==> src/rtl/sram_a_feed_ctrl_if.sv <==
// rtl/sram_a_feed_ctrl_if.sv - control, SRAM and array-west-edge signals of the matrix-A feed sequencer
interface sram_a_feed_ctrl_if #(
    parameter int N  = 4,
    parameter int AW = 11,
    parameter int DW = 8
);
    logic              start;
    logic [AW-1:0]     base_addr;
    logic              hold;
    logic              busy;
    logic              done;
    logic              sram_en;
    logic              sram_wen;
    logic [AW-1:0]     sram_addr;
    logic [DW-1:0]     sram_q;
    logic [N*DW-1:0]   a_out;
    logic              a_valid;

    modport master (
        input  start, base_addr, hold, sram_q,
        output busy, done, sram_en, sram_wen, sram_addr, a_out, a_valid
    );

    modport slave (
        output start, base_addr, hold, sram_q,
        input  busy, done, sram_en, sram_wen, sram_addr, a_out, a_valid
    );
endinterface

==> src/rtl/sram_a_feed_ctrl.sv <==
// rtl/sram_a_feed_ctrl.sv - fetches an N x N tile of A from SRAM and streams it with diagonal skew
module sram_a_feed_ctrl #(
    parameter int N  = 4,
    parameter int AW = 11,
    parameter int DW = 8
) (
    input  logic               clk_i,
    input  logic               rst_i,
    sram_a_feed_ctrl_if.master bus
);
    localparam int NN = N * N;
    localparam int CW = $clog2(NN + 1);
    localparam int IW = (NN > 1) ? $clog2(NN) : 1;
    localparam int TW = (2 * N - 1 > 1) ? $clog2(2 * N - 1) : 1;
    localparam logic [CW-1:0] CNT_LAST = CW'(NN - 1);
    localparam logic [TW-1:0] T_LAST   = TW'(2 * N - 2);

    typedef enum logic [2:0] {
        S_IDLE,
        S_FETCH,
        S_WAIT,
        S_STREAM,
        S_DONE
    } state_e;

    state_e          state_q, state_d;
    logic [AW-1:0]   base_q;
    logic [CW-1:0]   cnt_q;
    logic [TW-1:0]   t_q;
    logic [AW-1:0]   last_addr_q;
    logic [DW-1:0]   buf_q [0:NN-1];

    logic [AW-1:0]   issue_addr;
    logic            cap_en;
    logic [IW-1:0]   cap_idx;

    logic            busy_c;
    logic            done_c;
    logic            en_c;
    logic [AW-1:0]   addr_c;
    logic            valid_c;
    logic [N*DW-1:0] a_out_c;

    assign issue_addr = base_q + AW'(cnt_q);

    // Read data lags its issue by one cycle, so element cnt_q-1 lands now;
    // the WAIT cycle exists only to catch the final element.
    assign cap_en  = ((state_q == S_FETCH) && (cnt_q != '0)) || (state_q == S_WAIT);
    assign cap_idx = IW'(cnt_q - CW'(1));

    always_ff @(posedge clk_i) begin
        if (rst_i) begin
            state_q <= S_IDLE;
        end else begin
            state_q <= state_d;
        end
    end

    always_comb begin
        state_d = state_q;
        case (state_q)
            S_IDLE:   if (bus.start) state_d = S_FETCH;
            S_FETCH:  if (cnt_q == CNT_LAST) state_d = S_WAIT;
            S_WAIT:   state_d = S_STREAM;
            S_STREAM: if (!bus.hold && (t_q == T_LAST)) state_d = S_DONE;
            S_DONE:   state_d = S_IDLE;
            default:  state_d = S_IDLE;
        endcase
    end

    always_ff @(posedge clk_i) begin
        if (rst_i) begin
            base_q      <= '0;
            cnt_q       <= '0;
            t_q         <= '0;
            last_addr_q <= '0;
        end else begin
            case (state_q)
                S_IDLE: begin
                    if (bus.start) begin
                        base_q <= bus.base_addr;
                        cnt_q  <= '0;
                        t_q    <= '0;
                    end
                end
                S_FETCH: begin
                    cnt_q       <= cnt_q + CW'(1);
                    last_addr_q <= issue_addr;
                end
                S_STREAM: begin
                    if (!bus.hold) begin
                        t_q <= (t_q == T_LAST) ? '0 : t_q + TW'(1);
                    end
                end
                default: ;
            endcase
        end
    end

    always_ff @(posedge clk_i) begin
        if (cap_en) begin
            buf_q[cap_idx] <= bus.sram_q;
        end
    end

    always_comb begin
        busy_c  = (state_q != S_IDLE);
        done_c  = (state_q == S_DONE);
        en_c    = (state_q == S_FETCH);
        addr_c  = en_c ? issue_addr : last_addr_q;
        valid_c = (state_q == S_STREAM) && !bus.hold;
        a_out_c = '0;
        // Lane r shows element (r, k) on step t = r + k, which produces the diagonal skew.
        if (valid_c) begin
            for (int r = 0; r < N; r++) begin
                for (int k = 0; k < N; k++) begin
                    if (int'(t_q) == r + k) begin
                        a_out_c[r*DW +: DW] = buf_q[r*N + k];
                    end
                end
            end
        end
    end

    assign bus.busy      = busy_c;
    assign bus.done      = done_c;
    assign bus.sram_en   = en_c;
    assign bus.sram_wen  = 1'b1;
    assign bus.sram_addr = addr_c;
    assign bus.a_valid   = valid_c;
    assign bus.a_out     = a_out_c;
endmodule

==> src/flat_wrapper.sv <==
// flat-port wrapper written by rule: the top's interface ports become plain ports
module sram_a_feed_ctrl_flat 
#(
    parameter int N  = 4,
    parameter int AW = 11,
    parameter int DW = 8
)
  (clk_i, rst_i, bus_start, bus_base_addr, bus_hold, bus_sram_q, bus_busy, bus_done, bus_sram_en, bus_sram_wen, bus_sram_addr, bus_a_out, bus_a_valid);
  sram_a_feed_ctrl_if #(.N(N), .AW(AW), .DW(DW)) bus_i ();
  input  logic clk_i;
  input  logic rst_i;
  input wire logic [$bits(bus_i.start)-1:0] bus_start;
  input wire logic [$bits(bus_i.base_addr)-1:0] bus_base_addr;
  input wire logic [$bits(bus_i.hold)-1:0] bus_hold;
  input wire logic [$bits(bus_i.sram_q)-1:0] bus_sram_q;
  output wire logic [$bits(bus_i.busy)-1:0] bus_busy;
  output wire logic [$bits(bus_i.done)-1:0] bus_done;
  output wire logic [$bits(bus_i.sram_en)-1:0] bus_sram_en;
  output wire logic [$bits(bus_i.sram_wen)-1:0] bus_sram_wen;
  output wire logic [$bits(bus_i.sram_addr)-1:0] bus_sram_addr;
  output wire logic [$bits(bus_i.a_out)-1:0] bus_a_out;
  output wire logic [$bits(bus_i.a_valid)-1:0] bus_a_valid;
  assign bus_i.start = bus_start;
  assign bus_i.base_addr = bus_base_addr;
  assign bus_i.hold = bus_hold;
  assign bus_i.sram_q = bus_sram_q;
  assign bus_busy = bus_i.busy;
  assign bus_done = bus_i.done;
  assign bus_sram_en = bus_i.sram_en;
  assign bus_sram_wen = bus_i.sram_wen;
  assign bus_sram_addr = bus_i.sram_addr;
  assign bus_a_out = bus_i.a_out;
  assign bus_a_valid = bus_i.a_valid;
  sram_a_feed_ctrl #(.N(N), .AW(AW), .DW(DW)) u_core (.clk_i(clk_i), .rst_i(rst_i), .bus(bus_i));
endmodule
==> config.mk <==
export PLATFORM = sky130hd
export DESIGN_NAME = sram_a_feed_ctrl_flat
export DESIGN_NICKNAME = d
export VERILOG_FILES = /design/src/rtl/sram_a_feed_ctrl_if.sv /design/src/rtl/sram_a_feed_ctrl.sv /design/src/flat_wrapper.sv
export SDC_FILE = /design/constraint.sdc
export NUM_CORES = 1
export LEC_CHECK = 0
export CAP_MARGIN = 0
export CELL_PAD_IN_SITES_DETAIL_PLACEMENT = 2
export CELL_PAD_IN_SITES_GLOBAL_PLACEMENT = 2
export CORE_MARGIN = 5
export CORE_UTILIZATION = 38
export DETAILED_ROUTE_END_ITERATION = 10
export GPL_TIMING_DRIVEN = 1
export MAX_ROUTING_LAYER = met4
export PLACE_DENSITY = 0.9
export SYNTH_ARGS = -nofsm -noshare
export SYNTH_HDL_FRONTEND = slang
export SYNTH_SLANG_ARGS = --single-unit
export TNS_END_PERCENT = 10
==> constraint.sdc <==
create_clock -name clk_i -period 3.9 [get_ports clk_i]
set_input_delay 1.17 -clock clk_i [delete_from_list [all_inputs] [get_ports clk_i]]
set_output_delay 1.17 -clock clk_i [all_outputs]
set_load 0.02 [all_outputs]
# [Word level (Yosys, flattened, before mapping)]
# Memories as Yosys holds them, arrays and structs flattened.
# Cells that the tools add are included.
[word_totals] reg_bits=33 ram_bits=128 inputBits=23 output_inout_bits=48 wordCells=71 n_memories=1
[classes] addsub=4 eq_ne=16 mux=30 reduce_logical=15
[memory_table] memory="u_core.buf_q" depth=16 word_bits=8 read_ports=16 rd_ports_with_merged_regs=0 write_ports=1 line_no="sram_a_feed_ctrl.sv:31" rtl="logic [DW-1:0] buf_q [0:NN-1];"
[ops] cell="$mux 8" count=16
[ops] cell="$mux 32" count=1
[ops] cell="$eq 3x3->1 const B" count=6
[ops] cell="$mux 3" count=6
[ops] cell="$eq 3x2->1 const B" count=4
[ops] cell="$pmux 3 s4" count=1
[ops] cell="$add 11x5->11" count=1
[ops] cell="$mux 11" count=1
[ops] cell="$pmux 5 s2" count=1
[ops] cell="$logic_not 3->1" count=2
[ops] cell="$pmux 3 s2" count=1
[ops] cell="$reduce_and 3->1" count=2
[ops] cell="$add 5x1->5 const B" count=1
[ops] cell="$eq 5x4->1 const B" count=1
[ops] cell="$mux 5" count=1
[ops] cell="$reduce_bool 5->1" count=1
[ops] cell="$ne 2x1->1 const B" count=2
[ops] cell="$ne 2x2->1 const B" count=2
[ops] cell="$reduce_and 2->1" count=2
[ops] cell="$reduce_bool 2->1" count=2
[ops] cell="$sub 4x1->4 const B" count=1
[ops] cell="$add 3x1->3 const B" count=1
[ops] cell="$eq 3x1->1 const B" count=1
[ops] cell="$logic_and 1x1->1" count=3
[ops] cell="4 further kinds" count=5

# [Longest topological paths before layout]
# Gate-level depths: netlist (run 1).
[logic_depth] ltp_word=6 mapped_depth=10 depth_no_buf=8

# [Worst setup path after synthesis (run 1)]
# Ideal clock, no wire load.
[synth_path] kind="register -> output" start="reg u_core.t_q[0]" end="out bus_a_out[15]" arrival_ps=2334 required_time_ps=2730 slack_ps=396 path_stages_with_launch=9 n_path_buf=3 cell_sequence="dfxtp_1 > buf_2 > clkbuf_1 > and2_1 > ha_1 > nor2_1 > clkbuf_1 > a22oi_1 > a211oi_1"
[synth_between] elab_chain_cells=6 word_cells_on_any_way=9 classes_between="eq/ne: 4; mux: 5"
[synth_lines] element="from (decl)" line_no="sram_a_feed_ctrl.sv:29" rtl="logic [TW-1:0] t_q;"
[synth_lines] element="from (signal assigned)" line_no="sram_a_feed_ctrl.sv:92" rtl="t_q <= (t_q == T_LAST) ? '0 : t_q + TW'(1);"
[synth_lines] element="$eq 3x2->1" line_no="sram_a_feed_ctrl.sv:117" rtl="if (int'(t_q) == r + k) begin"
[synth_lines] element="$mux 8 (3 in a row)" line_no="sram_a_feed_ctrl.sv:117"
[synth_lines] element="$mux 8 (*)" line_no="sram_a_feed_ctrl.sv:117"
[synth_lines] element="$mux 32 (*)" line_no="sram_a_feed_ctrl.sv:114" rtl="if (valid_c) begin"
[synth_lines] element="to (decl)" line_no="flat_wrapper.sv:21" rtl="output wire logic [$bits(bus_i.a_out)-1:0] bus_a_out;"
# Every way passes the cells marked *; elsewhere a longest branch is shown, timed or not.

# [Final worst setup path (run 1)]
[layout_path] start="in bus_hold" end="out bus_a_out[0]"
[layout_between] elab_chain_cells=3
[layout_lines] element="from (decl)" line_no="flat_wrapper.sv:14" rtl="input wire logic [$bits(bus_i.hold)-1:0] bus_hold;"
[layout_lines] element="$logic_not 1->1" line_no="sram_a_feed_ctrl.sv:111" rtl="valid_c = (state_q == S_STREAM) && !bus.hold;"
[layout_lines] element="$logic_and 1x1->1" line_no="sram_a_feed_ctrl.sv:111"
[layout_lines] element="$mux 32" line_no="sram_a_feed_ctrl.sv:114"
# Every way passes these cells.

==> results by group, run 1 <==
Setup path
  – Critical Path Max Stage Delay: 0.41 ns
  – RR Startpoint: u_core.cnt_q[0]
  – CP Launch Type: input pin
  – CP startpoint: bus_hold
  – Worst-path cell chain: clkdlybuf4s50_1 -> nand4bb_1 -> buf_12 -> buf_12 -> nor2_1 -> dlygate4sd2_1
  – WP data required: 2.73 ns
  – Slowest stage cell, crit path: clkdlybuf4s50_1
  – Worst Setup End Kind: primary output
  – Critical Path AT: 2.67 ns
  – WP buf/inv: 4
  – Cell family with most CP delay: buffers and inverters
  – Crit-path most repeated cell: buf_12
  – Worst Path Class, Setup: in2out
  – Path depth of the worst reg2reg path: 8
  – CP Depth: 6
  – Worst-path maximum fanout: 24

Placement
  – DP HPWL: 14710 um
  – Global placement routability congestion: 0.8232
  – Placed cell count: 855
  – Worst slack, placed: -0.2646 ns
  – I/O Buffers: 69

Drt
  – Vias: 4902
  – Drt pass-1 iters: 4
  – Post-DRT Antenna Nets: 0
  – DR vias/cell: 5.514
  – # DRC: 0
  – Drt total wl: 20810 um
  – Routed wire per std cell: 23.41 um
  – First-iteration detailed-routing DRC count: a little under 300

Global route
  – Largest net degree at the start of global routing: 27
  – Vias in the first global route: 5577
  – Tot GR Track Use: about a fifth
  – Initial antenna violation count: 0
  – GRT Residual Overflow: 0
  – First-pass GRT wire length: 32820 um

Clock network
  – Clk pin slew, worst setup/hold paths: 0.07 ns
  – Sink Count: between 150 and 200
  – Post-CTS Hold Buffers: 0
  – CTS Buffer Depth: 2
  – CTS buffer count: 17
  – Root Buffer: clkbuf_16
  – TritonCTS clock tree: yes
  – CTS H-tree lvls: 4
  – Worst skew pair latency: 0.43 ns

Die
  – Die H: roughly 150 um
  – Rows: 49
  – Area of the core: between 0.015 and 0.02 mm2
  – Die Span X: 145.2 um
  – Die ar.: 0.02109 mm2
  – Starting Density: 38.68%
  – I/O Pins: 71

Synth
  – Largest family of logic cells by synthesized area: compound AO/OA/AOI/OAI gates
  – Synthesized Nets: 613
  – Mapped Cells: about 580
  – Adder-cell area share of the yosys netlist: 2.629%
  – Synth Area in Compound Gates: 12.59%
  – Async set or reset register ratio after synthesis: 0%
  – Area fraction of the dominant cell type after synthesis: 55.31%
  – Synth Area in XOR/XNOR: less than 1%
  – Top cells by area, synth: edfxtp_1 (55%), dfxtp_1 (9.5%), nor2_1 (3.8%)
  – Post-synthesis simple-gate area fraction: 11.88%
  – Count of cell types in the netlist: 50
  – Sequential element share of the synthesized area: 64.82%
  – Mapped Area: around 0.007 mm2
  – Main synth FF type: edfxtp_1
  – Multiplexer share of the synthesized area: 3.583%
  – Avg Cell Area, Syn: 12.06 um2
  – EDFF count, synth: roughly 130
  – Area leader, netlist: edfxtp_1
  – Commonest cells post-synth: edfxtp_1 (128), nor2_1 (70), nand2_1 (61)
  – Most numerous cell in the Yosys netlist: edfxtp_1
  – Synth warnings: 0
  – Seq cells post-synth: roughly 160

Cells and area
  – Share of cells above drive strength 1: 12.42%
  – ANT cells: 0
  – Final Non-Filler Cells: 889
  – Synthesis-to-finish area growth: 21.62%
  – Nets@finish: between 600 and 700
  – Fillcell total: 1782

Worst hold path
  – Hold depth: 2
  – Worst hold path type: reg2reg
  – Worst hold start: u_core.base_q[3]

Status
  – Status: finished, final reports clean

Timing
  – Crit share post-route: between 90% and 100%
  – Fmax: between 200 and 300 MHz
  – Slew Viols, Final: 0
  – RSZ-0062 raised after global routing: yes
  – Hold slack: 0.4678 ns
  – Final setup fails: 0
  – Max-slew headroom: 39.46%
  – Slack of the critical path: 0.05677 ns
  – Clk_skew: 0.009518 ns
  – Worst-Margin Slew: 0.9052 ns
  – Fin crit period: 3.843 ns
  – Endpoints failing hold: 0

Pwr
  – VDD IR max: 0.3119 mV
  – Pleak: 2.951 nW
  – Cell Pwr Density: ~440 mW/mm2

Run
  – Max Cap Viol: 0
-- layout make-up --
cell class	count	area (um2)	share of cell area, %
clock inverter	13	135.1	1.599
clock buffer	19	432.9	5.122
inverter	12	50.05	0.5922
timing repair buffer	93	833.3	9.859
tap	229	286.5	3.390
multi-input combinational	362	2207	26.11
sequential	161	4507	53.32
-- worst reg2reg max path, cell delays in order (launching register included) --
cell and delay (ns):
dfxtp_1 0.36, buf_4 0.16, inv_1 0.10, ha_1 0.24, or4b_2 0.21, nand3b_1 0.07, a21oi_1 0.30, nand2_1 0.20
nor2_1 0.72
-- flip-flops by register name, summed over array words and instances, names as in the netlist --
name / flops
u_core.last_addr_q: 11
u_core.base_q: 11
u_core.state_q: 3
u_core.cnt_q: 5
u_core.buf_q: 128
u_core.t_q: 3
-- worst paths after layout --
kind	end	slack, ns
hold reg to reg	u_core.base_q[3]	0.47
setup / recovery	bus_a_out[0]	0.06
hold / removal	u_core.base_q[3]	0.47
setup reg to reg	u_core.buf_q[12][3]	1.15
-- per-layer routing --
metal,share of wire [%],track usage (%)
met5,0,-
met4,1.0,4.291
met3,3.8,5.114
met2,53,36.51
met1,42,23.47
-- per-stage QoR --
step                area, um2  TNS [ns]  power, mW  util [%]
floorplan                6949         0      2.007         -
global placement         7911    -3.814      2.090     44.04
detailed placement       7911    -5.553      2.109     44.04
CTS                      8447  -0.02700      3.716     47.02
global route             8452   -0.3145      3.828     47.05
finish                   8452         0      3.685     47.05
-- timing repair --
action / in CTS / in global routing
gates resized for setup: 52 / 27
pin swaps: 0 / 3
endpoints found under the setup margin: 39 / 19
setup buffers: 0 / 2
cloned: 0 / 0
-- power breakdown --
| part | internal, mW | leakage, nW | switching [mW] |
|---|---|---|---|
| clock network | 0.941 | 0.275 | 0.675 |
| logic | 0.0670 | 1.25 | 0.121 |
| registers | 1.87 | 1.42 | 0.0102 |
| total | 2.88 | 2.95 | 0.806 |
-- cell usage in the layout, fill, tap and decap left out, drive strengths merged, types with 2 or more instances in the layout --
cell | Yosys | routed
a21o | 3 | 3
and3 | 3 | 3
a31oi | 5 | 5
dlymetal6s2s | 0 | 2
ha | 13 | 13
a21oi | 27 | 27
clkdlybuf4s15 | 0 | 3
o21ai | 34 | 34
bufinv | 0 | 2
and2 | 6 | 6
dlygate4sd2 | 0 | 27
xor2 | 6 | 6
buf | 21 | 27
mux2 | 7 | 7
nand3 | 12 | 12
clkinv | 1 | 8
nand2 | 61 | 61
nor2b | 8 | 8
o2111ai | 3 | 3
clkdlybuf4s50 | 0 | 27
clkbuf | 20 | 25
a211oi | 16 | 16
o211ai | 8 | 8
mux2i | 17 | 17
nor3b | 5 | 5
nand3b | 3 | 3
clkinvlp | 0 | 2
nand2b | 2 | 2
edfxtp | 128 | 128
a22oi | 17 | 17
nor3 | 6 | 6
dfxtp | 33 | 33
inv | 11 | 13
a222oi | 7 | 7
or4b | 2 | 2
a22o | 8 | 8
nor2 | 70 | 70
-- cells by family after synthesis --
family	count (synthesis)
DFF	161
and+or+nand+nor	183
adders and majority gates	14
AOI/OAI and AO/OA	133
other	1
buffers and inverters	53
muxes	24
xor gates and xnor gates	7
(Power assumes the default switching activity.)
==> run 2: changes to the inputs <==
TNS_END_PERCENT = unset   (was 10)
==> run 2 against run 1 <==
  * Routed wire length increased by 0.36%
  * Critical path type unchanged
  * Highest routed layer unchanged
  * Global-route usage did not move
  * Non-clock buffer count is 1 higher
  * Sequential power about the same
  * Via count rose by 0.88%
  * Final cell count grew 0.11%
==> results by group, run 2 (same netlist as run 1, synthesis figures left out) <==
Timing
  – Clk_skew: 0.008638 ns (-0.0008807 ns)
  – Fmax: 259.9 MHz (-0.13%)
  – Worst-Margin Slew: 0.9087 ns (+0.003466 ns)
  – Fin crit period: 3.848 ns (+0.004817 ns)
  – Endpoints failing hold: 0 (unchanged)
  – Final setup fails: 0 (unchanged)
  – Max-slew headroom: 39.23% (-0.23 points)
  – Slack of the critical path: 0.05195 ns (-0.004817 ns)
  – Slew Viols, Final: 0 (unchanged)
  – Crit share post-route: 98.67% (+0.12 points)

Pwr
  – VDD IR max: 0.3132 mV (+0.43%)
  – Pleak: 2.954 nW (+0.11%)
  – Final Power: 3.683 mW (about the same)
  – Cell Pwr Density: 435.5 mW/mm2 (-0.11%)

Drt
  – # DRC: 0 (unchanged)
  – DR vias/cell: 5.556 (+0.76%)
  – Routed wire per std cell: 23.47 um (+0.25%)
  – First-iteration detailed-routing DRC count: 261 (-12%)
  – Drt total wl: 20890 um (+0.36%)
  – Post-DRT Antenna Nets: 0 (unchanged)
  – Drt pass-1 iters: 4 (unchanged)
  – Vias: 4945 (+0.88%)

Placement
  – Global placement routability congestion: 0.8232 (unchanged)
  – Placed cell count: 855 (unchanged)
  – DP HPWL: 14710 um (unchanged)
  – I/O Buffers: 69 (unchanged)
  – Worst slack, placed: -0.2646 ns (unchanged)

Global route
  – Tot GR Track Use: 20.50% (unchanged)
  – Initial antenna violation count: 0 (unchanged)
  – Vias in the first global route: 5577 (unchanged)
  – Largest net degree at the start of global routing: 27 (unchanged)
  – GRT Residual Overflow: 0 (unchanged)
  – First-pass GRT wire length: 32820 um (unchanged)

Worst hold path
  – Endpoint of the worst hold path: u_core.base_q[3]
  – Hold depth: 2 (unchanged)
  – Worst hold start: u_core.base_q[3]
  – Worst hold path type: reg2reg

Setup path
  – Worst R2R Setup Slack: 1.13 ns (-0.02 ns)
  – Critical Path AT: 2.68 ns (about the same)
  – Worst Setup End Kind: primary output
  – R2R Path End: u_core.buf_q[12][3]
  – WP data required: 2.73 ns (about the same)
  – Path depth of the worst reg2reg path: 8 (unchanged)
  – RR Startpoint: u_core.cnt_q[0]
  – CP Launch Type: input pin
  – Worst-path maximum fanout: 24 (unchanged)
  – Worst Path Class, Setup: in2out

Clock network
  – TritonCTS clock tree: yes
  – Worst skew pair latency: 0.43 ns (about the same)
  – Post-CTS Hold Buffers: 0 (unchanged)
  – Sink Count: 161 (unchanged)
  – Root Buffer: clkbuf_16
  – Clk pin slew, worst setup/hold paths: 0.06 ns (about the same)
  – CTS H-tree lvls: 4 (unchanged)
  – CTS Buffer Depth: 2 (unchanged)
  – CTS buffer count: 17 (unchanged)

Die
  – I/O Pins: 71 (unchanged)
  – Die Span X: 145.2 um (unchanged)
  – Die ar.: 0.02109 mm2 (unchanged)
  – Area of the core: 0.01796 mm2 (unchanged)
  – Starting Density: 38.68% (unchanged)
  – Rows: 49 (unchanged)
  – Die H: 145.2 um (unchanged)

Cells and area
  – Most flops, register: u_core.buf_q
  – Most common cell after layout, fill and taps aside: edfxtp_1
  – Share of cells above drive strength 1: 12.71% (+0.28 points)
  – Most frequent cells in the layout: edfxtp_1 (128), nor2_1 (70), nand2_1 (61)
  – Util after Layout: 47.09% (about the same)
  – Top Registers: u_core.buf_q (128), u_core.base_q (11), u_core.last_addr_q (11)
  – Final Non-Filler Cells: 890 (+0.11%)
  – Nets@finish: 685 (+0.15%)
  – Synthesis-to-finish area growth: 21.71% (about the same)
  – Largest register FFs: 128 (unchanged)
  – ANT cells: 0 (unchanged)

Status
  – Status: finished, final reports clean

Run
  – Max Cap Viol: 0 (unchanged)
==> run 2: changes by cell type in the layout (fill, tap and decap cells not counted) <==
| cell | change |
|---|---|
| a211oi_1 | -1 |
| a211oi_2 | +1 |
| buf_2 | +1 |
| buf_4 | +1 |
| clkdlybuf4s15_2 | -1 |
| o21ai_0 | -1 |
| o21ai_1 | +1 |
==> run 2: how the worst max path moves through the flow <==
stage | slack [ns] | depth (start not counted) | start | to
finish | 0.05 | 6 | bus_hold | bus_a_out[0]
CTS | 0.005 | 9 | u_core.cnt_q[0] | bus_sram_addr[10]
global route | -0.02 | 9 | u_core.cnt_q[0] | bus_sram_addr[8]
global placement | -0.18 | 6 | bus_hold | bus_a_out[17]
floorplan | 0.40 | 8 | u_core.t_q[0] | bus_a_out[15]
detailed placement | -0.26 | 6 | bus_hold | bus_a_out[17]
==> run 2: worst max-delay path, stage by stage <==
cell	delay, ns
clkdlybuf4s50_1	0.41
nand4bb_1	0.25
buf_12	0.22
buf_12	0.15
nor2_1	0.12
dlygate4sd2_1	0.35
==> run 2: repair_timing <==
item	CTS	global route
pin swaps	1	5
cloned	0	0
hold endpoints to repair	0	0
buffers inserted	0	3
endpoints found under the setup margin	39	19
gates resized for setup	54	28
==> run 2: through the flow <==
| step | area [um2] | hold WS [ns] | setup TNS, ns |
|---|---|---|---|
| after detailed placement | 7911 | 0.4647 | -5.553 |
| after CTS | 8434 | 0.4737 | 0 |
| final | 8458 | 0.4683 | 0 |
| after global placement | 7911 | 0.4515 | -3.814 |
| after global routing | 8458 | 0.4969 | -0.03795 |
| after floorplan | 6949 | 0.4400 | 0 |
==> run 2: layer usage <==
layer	GRT usage, %	routed length [um]	vias up
met4	4.291	212	0
met1	23.47	8660	2535
li1	-	-	2267
met5	-	0	-
met3	5.114	839	19
met2	36.51	11170	124
==> run 2: report_power, final <==
part           internal, mW  switching, mW  total [mW]
Sequential             1.87         0.0102        1.88
Clock                 0.941          0.673        1.61
Combinational        0.0670          0.121       0.188
Total                  2.88          0.804        3.68
==> run 2: cell type report <==
cell class                 instances  area, um2
clock buffer                      19      432.9
inverter                          12      50.05
fill                            1779       9505
sequential                       161       4507
timing repair buffer              94      834.6
multi-input combinational        362       2212
tap                              229      286.5
clock inverter                    13      135.1
